<file path="config.mk">
export PLATFORM = sky130hd
export DESIGN_NAME = uart_rx_core
export DESIGN_NICKNAME = d
export VERILOG_FILES = /design/src/rtl/uart_rx_pkg.sv /design/src/rtl/uart_rx_core_timer.sv /design/src/rtl/uart_rx_core.sv
export SDC_FILE = /design/constraint.sdc
export NUM_CORES = 1
export LEC_CHECK = 0
export ABC_CLOCK_PERIOD_IN_PS = 1300
export BUFFER_PORTS_ARGS = -buffer_cell sky130_fd_sc_hd__buf_2
export CAP_MARGIN = 10
export CELL_PAD_IN_SITES_DETAIL_PLACEMENT = 1
export CELL_PAD_IN_SITES_GLOBAL_PLACEMENT = 2
export CORE_ASPECT_RATIO = 1.4
export CORE_UTILIZATION = 37
export CTS_BUF_LIST = sky130_fd_sc_hd__clkbuf_8
export DETAILED_ROUTE_END_ITERATION = 12
export PLACE_DENSITY = 0.74
export SYNTH_ARGS = -nofsm -noshare
export SYNTH_HDL_FRONTEND = slang
export SYNTH_SLANG_ARGS = --single-unit
</file>
<file path="constraint.sdc">
create_clock -name clk -period 1.3 [get_ports clk]
set_input_delay 0.325 -clock clk [delete_from_list [all_inputs] [get_ports clk]]
set_output_delay 0.325 -clock clk [all_outputs]
set_load 0.05 [all_outputs]
</file>
<file path="src/rtl/uart_rx_pkg.sv">
// Shared types and width helpers for the UART receive front end.
package uart_rx_pkg;

    typedef enum logic [2:0] {
        IDLE,
        START_CHK,
        RECV,
        STOP_CHK,
        LOAD
    } rx_state_t;

    // Clock edges after reset release before s_prev holds a real line sample.
    localparam int SYNC_FILL = 3;

    function automatic int cnt_width(input int clks_per_bit);
        return $clog2(clks_per_bit) + 1;
    endfunction

    function automatic int idx_width(input int data_bits);
        return $clog2(data_bits + 1);
    endfunction

endpackage

</file>
<file path="src/rtl/uart_rx_core_timer.sv">
// Bit-period and bit-index counters that pace mid-bit sampling of a frame.
module rx_timer
    import uart_rx_pkg::*;
#(
    parameter int CLKS_PER_BIT = 10,
    parameter int DATA_BITS    = 8
) (
    input  logic clk,
    input  logic n_rst,
    input  logic enable,
    input  logic clear,
    input  logic half_phase,
    output logic sample_strobe,
    output logic bits_done
);

    localparam int CW = cnt_width(CLKS_PER_BIT);
    localparam int IW = idx_width(DATA_BITS);
    localparam logic [CW-1:0] HALF_TERM = CW'(CLKS_PER_BIT / 2 - 1);
    localparam logic [CW-1:0] FULL_TERM = CW'(CLKS_PER_BIT);
    localparam logic [IW-1:0] LAST_IDX  = IW'(DATA_BITS);

    logic [CW-1:0] bit_cnt;
    logic [IW-1:0] bit_idx;

    // The start phase starts from 0 so it ends one cycle short of a full half bit,
    // landing the strobe on the edge CLKS_PER_BIT/2 after leaving IDLE.
    assign sample_strobe = enable && (bit_cnt == (half_phase ? HALF_TERM : FULL_TERM));
    assign bits_done     = (bit_idx == LAST_IDX);

    always_ff @(posedge clk or negedge n_rst) begin
        if (!n_rst) begin
            bit_cnt <= '0;
            bit_idx <= '0;
        end else if (clear) begin
            bit_cnt <= '0;
            bit_idx <= '0;
        end else if (enable) begin
            if (sample_strobe) begin
                bit_cnt <= CW'(1);
            end else begin
                bit_cnt <= bit_cnt + CW'(1);
            end
            if (sample_strobe && !half_phase && !bits_done) begin
                bit_idx <= bit_idx + IW'(1);
            end
        end
    end

endmodule

</file>
<file path="src/rtl/uart_rx_core.sv">
// UART receive core: line synchronizer, frame FSM, shift register and
// data_ready/data_read handshake with overrun and framing error flags.
module uart_rx_core
    import uart_rx_pkg::*;
#(
    parameter int CLKS_PER_BIT = 10,
    parameter int DATA_BITS    = 8
) (
    input  logic                 clk,
    input  logic                 n_rst,
    input  logic                 serial_in,
    input  logic                 data_read,
    output logic [DATA_BITS-1:0] rx_data,
    output logic                 data_ready,
    output logic                 overrun_error,
    output logic                 framing_error
);

    rx_state_t state, next_state;

    logic                 s_meta, s_in, s_prev;
    logic [1:0]           warm;
    logic                 start_seen;
    logic                 sample_strobe, bits_done;
    logic [DATA_BITS-1:0] shift_reg;

    // The synchronizer resets to idle-high, so until it has flushed those values
    // a line held low through reset must not look like a falling edge.
    always_ff @(posedge clk or negedge n_rst) begin
        if (!n_rst) begin
            s_meta <= 1'b1;
            s_in   <= 1'b1;
            s_prev <= 1'b1;
            warm   <= '0;
        end else begin
            s_meta <= serial_in;
            s_in   <= s_meta;
            s_prev <= s_in;
            if (warm != 2'(SYNC_FILL)) begin
                warm <= warm + 2'd1;
            end
        end
    end

    assign start_seen = (warm == 2'(SYNC_FILL)) && s_prev && !s_in;

    rx_timer #(
        .CLKS_PER_BIT(CLKS_PER_BIT),
        .DATA_BITS   (DATA_BITS)
    ) timer (
        .clk          (clk),
        .n_rst        (n_rst),
        .enable       (state != IDLE),
        .clear        (state == IDLE),
        .half_phase   (state == START_CHK),
        .sample_strobe(sample_strobe),
        .bits_done    (bits_done)
    );

    always_ff @(posedge clk or negedge n_rst) begin
        if (!n_rst) begin
            state <= IDLE;
        end else begin
            state <= next_state;
        end
    end

    always_comb begin
        next_state = state;
        case (state)
            IDLE:      if (start_seen) next_state = START_CHK;
            START_CHK: if (sample_strobe) next_state = s_in ? IDLE : RECV;
            RECV:      if (bits_done) next_state = STOP_CHK;
            STOP_CHK:  if (sample_strobe) next_state = s_in ? LOAD : IDLE;
            LOAD:      next_state = IDLE;
            default:   next_state = IDLE;
        endcase
    end

    // A load always wins over a same-cycle read; the read then only cancels the overrun.
    always_ff @(posedge clk or negedge n_rst) begin
        if (!n_rst) begin
            shift_reg     <= '0;
            rx_data       <= '0;
            data_ready    <= 1'b0;
            overrun_error <= 1'b0;
            framing_error <= 1'b0;
        end else begin
            if (state == RECV && sample_strobe) begin
                shift_reg <= {s_in, shift_reg[DATA_BITS-1:1]};
            end

            if (state == IDLE && start_seen) begin
                framing_error <= 1'b0;
            end else if (state == STOP_CHK && sample_strobe && !s_in) begin
                framing_error <= 1'b1;
            end

            if (state == LOAD) begin
                rx_data       <= shift_reg;
                data_ready    <= 1'b1;
                overrun_error <= data_read ? 1'b0 : (overrun_error | data_ready);
            end else if (data_read) begin
                data_ready    <= 1'b0;
                overrun_error <= 1'b0;
            end
        end
    end

endmodule

</file>
==> flow_summary.ini, run 1 <==
[status]
status = finished with violations
violations = negative setup slack

[sta]
slew_headroom_pct = 83.2
period_needed_ns = 1.52
worst_slew_pin_slew_ns = 0.249
min_period_over_period_pct = 117
layout_setup_ws_ns = -0.218
slew_violations = 0
fmax_mhz = 659
hold_viol_final = 0
finClkSkew_ns = 0.00343
setup_viol = 27
rsz0062_at_grt = yes

[synth]
ys_seq_area_share_pct = 58.4
syn_avg_cell_area_um2 = 12.7
synth_seq_cells = 36
synth_fp_nets = 130
yosysWarnings = 0
syn_area_um2 = 1550
synth.distinct_cells = 32
synthesis.instances = 122

[worst_setup_path]
worstSetupPathType = reg2reg
end_kind = flop
crit_start = timer.bit_cnt[3]
r2r_cells = 6
cp_max_fo = 4
endpoint = state[1]
cp.required_ns = 1.50
r2r-start = timer.bit_cnt[3]
r2r_setup_slack_ns = -0.22
crit_arrival_ns = 1.71
cp-start-kind = flop
worstReg2RegEnd = state[1]

[die]
core_area_um2 = 3990
die-height_um = 78.6
num_rows = 27
die-area_um2 = 4460
io-pin-count = 15
initial_utilization_pct = 38.9
die_w_um = 56.7

[power_and_ir_drop]
ir_drop_mv = 0.929
leakage_nw = 1.10
pwr_density_cell_nw_per_um2 = 1850
p_total_w = 0.00427

[cts]
cts.sinks = 36
clk_pin_slew_ns = 0.07
clk-insertion-delay-late_ns = 0.29
cts-buffers-inserted = 5
cts_root_buf = clkbuf_8
cts_htree_levels = 2
cts_tree = done
clock_path_buffers = 2

[cells_and_area]
num_antenna_cells = 0
area_delta_synth_final_pct = 49.4
drive_gt1_share_pct = 62.0
fin_nets = 186
final_cells = 222
fillers = 419

[route]
via_per_inst = 5.24
drtPass1Iterations = 2
drt_first_iter_violations = 19
drt_wl_total_um = 4080
ant_nets = 0
wire_per_inst_um = 18.4
num_vias = 1164
post-route-drc-count = 0

[placement]
portBuffers = 14
gp_congestion = 0.758
dp.cells = 202
place_worst_setup_slack_ns = -0.144
post-dp-hpwl_um = 2500

[job]
cap_violations = 0

[global_routing]
grt_pass1_wl_um = 6080
antenna_found_initial = 0
grt_max_degree = 15
grt_use_total_pct = 18.7
overflow = 0
grt_pass1_vias = 1284

[min_path]
hp-class = in2reg
holdCritStartpoint = serial_in
-- synthesized netlist by cell type --
cell	n	area (um^2)
xor2_1	2	17.5
a41oi_1	2	17.5
nand2b_1	1	6.26
nand3_2	1	10.0
nand3_1	5	25.0
o31ai_1	1	7.51
nor2_1	12	45.0
nand4b_4	1	23.8
clkbuf_1	1	3.75
a31o_2	1	8.76
inv_1	7	26.3
nor4_1	1	6.26
nand4b_1	1	8.76
xnor2_1	2	17.5
a311o_2	1	11.3
buf_2	2	10.0
nor3_1	3	15.0
buf_6	1	11.3
mux2i_1	1	10.0
ha_1	4	50.1
nand3b_1	1	7.51
nor3b_1	2	15.0
or3_1	2	12.5
mux2_2	17	191
nand2_1	3	11.3
a21oi_1	4	20.0
a21o_1	1	7.51
dfrtp_1	33	826
nor2_8	1	20.0
dfstp_2	3	78.8
and3b_1	1	8.76
o21ai_0	4	20.0
-- cells in the final DEF, fill, tap and decap left out, drive strengths merged, types with 2 or more instances in the layout --
master	instances
buf	52
dfrtp	33
mux2	17
nor2	13
inv	8
clkbuf	7
nand3	6
a21oi	4
o21ai	4
ha	4
dfstp	3
nand2	3
nor3	3
xor2	2
nor3b	2
xnor2	2
or3	2
nand4b	2
a41oi	2
-- metrics by stage --
step / cell area (um^2) / hold WS (ns) / TNS [ns] / util (%)
finish: 2320 / 0.132 / -3.01 / 58.1
global route: 2320 / 0.113 / -4.55 / 58.1
CTS: 2080 / 0.123 / -1.70 / 52.2
detailed placement: 1870 / 0.195 / -2.59 / 46.9
floorplan: 1590 / 0.0294 / -0.191 / -
global placement: 1870 / 0.195 / -1.74 / 46.9
-- worst min-delay path by stage --
stage	to	cells after the start
2_1_floorplan	data_ready	0
3_3_place_gp	state[0]	1
3_5_place_dp	state[0]	1
4_1_cts	s_meta	1
5_1_grt	s_meta	1
6_report	s_meta	1
-- report_power, final --
part / switching, W / internal, W / total, W / leakage [nW]
logic: 0.000919 / 0.000984 / 0.00190 / 0.573
registers: 0.000219 / 0.00128 / 0.00150 / 0.467
clock network: 0.000399 / 0.000476 / 0.000875 / 0.0557
total: 0.00154 / 0.00274 / 0.00427 / 1.10
-- final cells by class --
type | instances | area [um^2] | area share, %
inverters | 7 | 26.3 | 1.13
well taps | 43 | 53.8 | 2.32
multi-input cells | 75 | 798 | 34.5
repair buffers | 53 | 429 | 18.5
flip-flops and latches | 36 | 908 | 39.2
clock buffers | 7 | 96.3 | 4.16
clock inverters | 1 | 3.75 | 0.162
-- per-layer routing --
| metal | vias up | global-route usage, % | part of all wire [%] |
|---|---|---|---|
| met2 | 21 | 36.1 | 58 |
| li1 | 538 | - | - |
| met5 | - | 0 | 0 |
| met3 | 9 | 4.12 | 2.4 |
| met1 | 596 | 18.3 | 37 |
| met4 | 0 | 9.00 | 2.3 |
-- cells by family after synthesis --
group                    count (synthesis)  synth area share, %
AND/OR/NAND/NOR                         35                 13.9
flip-flops                              36                 58.4
multiplexers                            18                 13.0
AO/OA/AOI/OAI                           14                 5.97
XOR/XNOR                                 4                 2.26
buffers and inverters                   11                 3.31
adder cells (fa/ha/maj)                  4                 3.23
-- critical path, stage by stage (launching register included) --
cell,delay [ns]
dfrtp_1,0.42
buf_6,0.13
nor3b_4,0.19
mux2i_4,0.11
buf_6,0.15
nand4b_1,0.21
a21oi_2,0.22
-- repair_timing --
action / 4_1_cts / 5_1_grt
buffers inserted: 5 / 7
hold buffers: 1 / 0
resized for setup: 18 / 43
setup endpoints to repair: 26 / 31
gates cloned: 0 / 1
endpoints found under the hold margin: 6 / 0
pin swaps: 14 / 15
No activity file was read; power rests on OpenSTA's default activity.
==> inputs of run 2 (changes only) <==
CORE_UTILIZATION = 35   (was 37)
CTS_BUF_LIST = unset   (was sky130_fd_sc_hd__clkbuf_8)
PLACE_DENSITY = 0.7   (was 0.74)
==> flow_summary.ini, run 2 (same netlist as run 1, synthesis figures left out) <==
[global_routing]
antenna_found_initial = 0
overflow = 0
grt_pass1_wl_um = 6350
grt_use_total_pct = 18.8
grt_pass1_vias = 1323
grt_max_degree = 25

[cts]
cts_htree_levels = 2
cts.sinks = 36
clk_pin_slew_ns = 0.07
clock_path_buffers = 2
cts-buffers-inserted = 5
cts_root_buf = clkbuf_8
clk-insertion-delay-late_ns = 0.29
cts_tree = done

[route]
via_per_inst = 4.85
ant_nets = 0
num_vias = 1140
drt_first_iter_violations = 13
drt_wl_total_um = 3730
wire_per_inst_um = 15.9
post-route-drc-count = 0
drtPass1Iterations = 4

[sta]
slew_headroom_pct = 78.7
slew_violations = 0
rsz0062_at_grt = yes
finClkSkew_ns = 0.00628
fmax_mhz = 697
hold_viol_final = 0
setup_viol = 23
period_needed_ns = 1.43
worst_slew_pin_slew_ns = 0.319
min_period_over_period_pct = 110
layout_setup_ws_ns = -0.135
hold_ws_ns = 0.127

[die]
die-height_um = 80.7
num_rows = 28
initial_utilization_pct = 36.6
die-area_um2 = 4700
core_area_um2 = 4240
die_w_um = 58.2
io-pin-count = 15

[worst_setup_path]
r2r-start = timer.bit_cnt[2]
slowest_delay_ns = 0.39
cp_num_buf_inv = 1
cp_max_fo = 6
crit_arrival_ns = 1.66
slowest_stage = dfrtp_1
cp.depth = 5
end_kind = flop
worstSetupPathType = reg2reg
critical-path-top-delay-family = simple AND/OR/NAND/NOR gates
cp_cell_sequence = and3b_2 > buf_6 > nand4b_4 > or3_1 > a21oi_1
cp-start-kind = flop
r2r_cells = 5
crit_start = timer.bit_cnt[2]
cp.required_ns = 1.52

[min_path]
hold_path_depth = 1
holdCritStartpoint = serial_in
hp-class = in2reg

[power_and_ir_drop]
ir_drop_mv = 0.796
pwr_density_cell_nw_per_um2 = 1710
seqPwrFrac_pct = 37.8
pwr-share-clk_pct = 20.3
swShare_pct = 35.6
share_comb_of_total_power_pct = 41.9
p_int_w = 0.00247
switchingPower_w = 0.00137
leakage_nw = 1.07

[cells_and_area]
drive_gt1_share_pct = 59.4
post-route-util_pct = 53.0
final_cell_mix = dfrtp_1, buf_4, mux2_4
final_common_cell = dfrtp_1
area_delta_synth_final_pct = 44.9
fin_nets = 182
fillers = 457
num_antenna_cells = 0
fin_area_um2 = 2250
final-seq-area_um2 = 908
multi_input_area_um2 = 776

[job]
cap_violations = 0

[placement]
gp_congestion = 0.812
place_worst_setup_slack_ns = -0.137
placed_area_um2 = 1890
post-dp-hpwl_um = 2470
portBuffers = 14

[status]
status = finished with violations
violations = negative setup slack
[run 2: repair_timing]
| item | CTS | global route |
|---|---|---|
| endpoints found under the setup margin | 27 | 30 |
| pin swaps | 9 | 9 |
| gates cloned | 1 | 0 |
| hold endpoints to repair | 9 | 0 |
| setup buffers | 5 | 3 |
| hold buffers | 1 | 0 |
| resized for setup | 32 | 22 |
[run 2: routing by layer]
metal | vias to the layer above | share of wire (%) | global-route usage [%]
li1 | 527 | - | -
met1 | 581 | 39 | 19.9
met2 | 23 | 56 | 34.3
met3 | 9 | 2.7 | 4.30
met4 | 0 | 2.4 | 9.29
met5 | - | 0 | 0
[run 2: power groups by stage]
stage          clock, W  sequential [W]  combinational (W)
2_1_floorplan         0         0.00148           0.000653
3_3_place_gp          0         0.00144            0.00115
3_5_place_dp          0         0.00145            0.00120
4_1_cts        0.000799         0.00144            0.00149
5_1_grt        0.000847         0.00147            0.00176
6_report       0.000778         0.00145            0.00161
[run 2: path summary, 6_finish.rpt]
path / to / slack, ns
max reg2reg: timer.bit_idx[2] / -0.13
min: s_meta / 0.13
max: timer.bit_idx[2] / -0.13
min in group asynchronous: shift_reg[7] / 0.45
max in group asynchronous: state[1] / 0.40
min reg2reg: s_in / 0.36
[run 2: layout make-up]
class	instances	share of cell area [%]
clock inverter	1	0.223
sequential	36	40.4
inverter	7	1.17
clock buffer	7	3.40
multi-input combinational	75	34.5
timing repair buffer	49	16.9
tap	60	3.34
[run 2: stage by stage]
stage          std cells  setup TNS (ns)  total power [W]
2_1_floorplan        122          -0.191          0.00213
3_3_place_gp         217           -1.73          0.00259
3_5_place_dp         217           -2.47          0.00265
4_1_cts              232           -1.80          0.00373
5_1_grt              235           -3.69          0.00407
6_report             235           -2.02          0.00384
==> inputs of run 3 (changes only) <==
==> constraint.sdc (replaced) <==
create_clock -name clk -period 1.3 [get_ports clk]
set_input_delay 0.195 -clock clk [delete_from_list [all_inputs] [get_ports clk]]
set_output_delay 0.195 -clock clk [all_outputs]
set_load 0.05 [all_outputs]
==> flow_summary.ini, run 3 (same netlist as run 1, synthesis figures left out) <==
[status]
status = finished with violations
violations = negative setup slack

[sta]
setup_viol = 28
slew_headroom_pct = 80.1
min_period_over_period_pct = 110
finClkSkew_ns = 0.00891
worst_slew_pin_slew_ns = 0.298
hold_viol_final = 0
slew_violations = 0
fmax_mhz = 702
period_needed_ns = 1.42
rsz0062_at_grt = yes
hold_ws_ns = 0.0836
layout_setup_ws_ns = -0.124

[route]
post-route-drc-count = 0
wire_per_inst_um = 15.6
drtPass1Iterations = 3
drt_wl_total_um = 3720
drt_first_iter_violations = 33
num_vias = 1126
ant_nets = 0
via_per_inst = 4.73

[worst_setup_path]
crit_arrival_ns = 1.59
end_kind = flop
worstSetupPathType = reg2reg
cp_max_fo = 5
cp-start-kind = flop
cp.required_ns = 1.46
r2r-start = state[1]
crit_start = state[1]

[cells_and_area]
final_common_cell = dfrtp_1
num_antenna_cells = 0
fillers = 440
drive_gt1_share_pct = 59.0
final_cell_mix = dfrtp_1, buf_4, mux2_4
fin_nets = 185
area_delta_synth_final_pct = 49.3

[die]
core_area_um2 = 4240
num_rows = 28
io-pin-count = 15
die-area_um2 = 4700
die-height_um = 80.7
die_w_um = 58.2
initial_utilization_pct = 36.6

[placement]
post-dp-hpwl_um = 2310
portBuffers = 14
gp_congestion = 0.761

[cts]
cts_htree_levels = 2
cts-buffers-inserted = 5
cts.sinks = 36
clk_pin_slew_ns = 0.07
cts_tree = done
cts_root_buf = clkbuf_8
clk-insertion-delay-late_ns = 0.29
clock_path_buffers = 2

[global_routing]
grt_max_degree = 37
antenna_found_initial = 0
overflow = 0
grt_use_total_pct = 17.9
grt_pass1_wl_um = 6240
grt_pass1_vias = 1342

[min_path]
hp-class = in2reg
holdCritStartpoint = data_read

[power_and_ir_drop]
leakage_nw = 1.12
pwr_density_cell_nw_per_um2 = 1750
ir_drop_mv = 0.826
p_total_w = 0.00405

[job]
cap_violations = 0
[run 3: cell count changes in the layout (fill, tap and decap cells not counted), moves of 2 or more]
cell      delta
clkbuf_8     +2
nor2_1       +2
nor2_2       -3
buf_6        +2
buf_2        +2
[run 3: final cells by class]
cell class / instances / area, um^2 / area share [%]
sequential: 36 / 907 / 39.2
clock buffer: 8 / 100 / 4.32
inverter: 7 / 26.3 / 1.14
tap: 60 / 75.1 / 3.24
timing repair buffer: 52 / 407 / 17.6
multi-input combinational: 75 / 800 / 34.5
[run 3: report_power, final]
| group | internal (W) | switching, W | leakage, nW |
|---|---|---|---|
| sequential | 0.00127 | 0.000190 | 0.467 |
| combinational | 0.000896 | 0.000818 | 0.601 |
| clock | 0.000484 | 0.000388 | 0.0515 |
[run 3: timing repair]
| item | in CTS | in global routing |
|---|---|---|
| hold endpoints to repair | 34 | 0 |
| hold buffers | 2 | 0 |
| gates cloned | 1 | 0 |
| buffers inserted | 8 | 3 |
| gates resized for setup | 38 | 15 |
| pin swaps | 10 | 12 |
| endpoints found under the setup margin | 27 | 30 |
[run 3: stage by stage]
step | area, um^2 | util (%) | TNS [ns] | cells | setup WS [ns]
floorplan | 1590 | - | -0.191 | 122 | -0.0865
global placement | 1900 | 44.7 | -1.76 | 218 | -0.0993
detailed placement | 1900 | 44.7 | -2.56 | 218 | -0.151
CTS | 2230 | 52.6 | -2.21 | 236 | -0.136
global route | 2310 | 54.6 | -4.17 | 238 | -0.183
finish | 2310 | 54.6 | -2.41 | 238 | -0.124
[run 3: metal layers]
metal	part of all wire (%)	track usage (%)
met3	2.1	3.34
met4	2.2	7.14
met5	0	0
met1	39	19.5
met2	56	33.3
[run 3: worst paths after layout]
| path | to | slack [ns] | cells after the start |
|---|---|---|---|
| worst min register to register | s_in | 0.35 | 0 |
| min in group asynchronous | warm[0] | 0.40 | 3 |
| worst max-delay path | rx_data[4] | -0.12 | 4 |
| worst min-delay path | overrun_error | 0.08 | 2 |
| worst max register to register | rx_data[4] | -0.12 | 4 |
| max in group asynchronous | s_meta | 0.65 | 3 |
[run 3: critical path: stages, from the launching register on]
cell and delay (ns):
dfrtp_2 0.47, buf_6 0.15, nor3b_4 0.22, buf_6 0.17, mux2_4 0.30
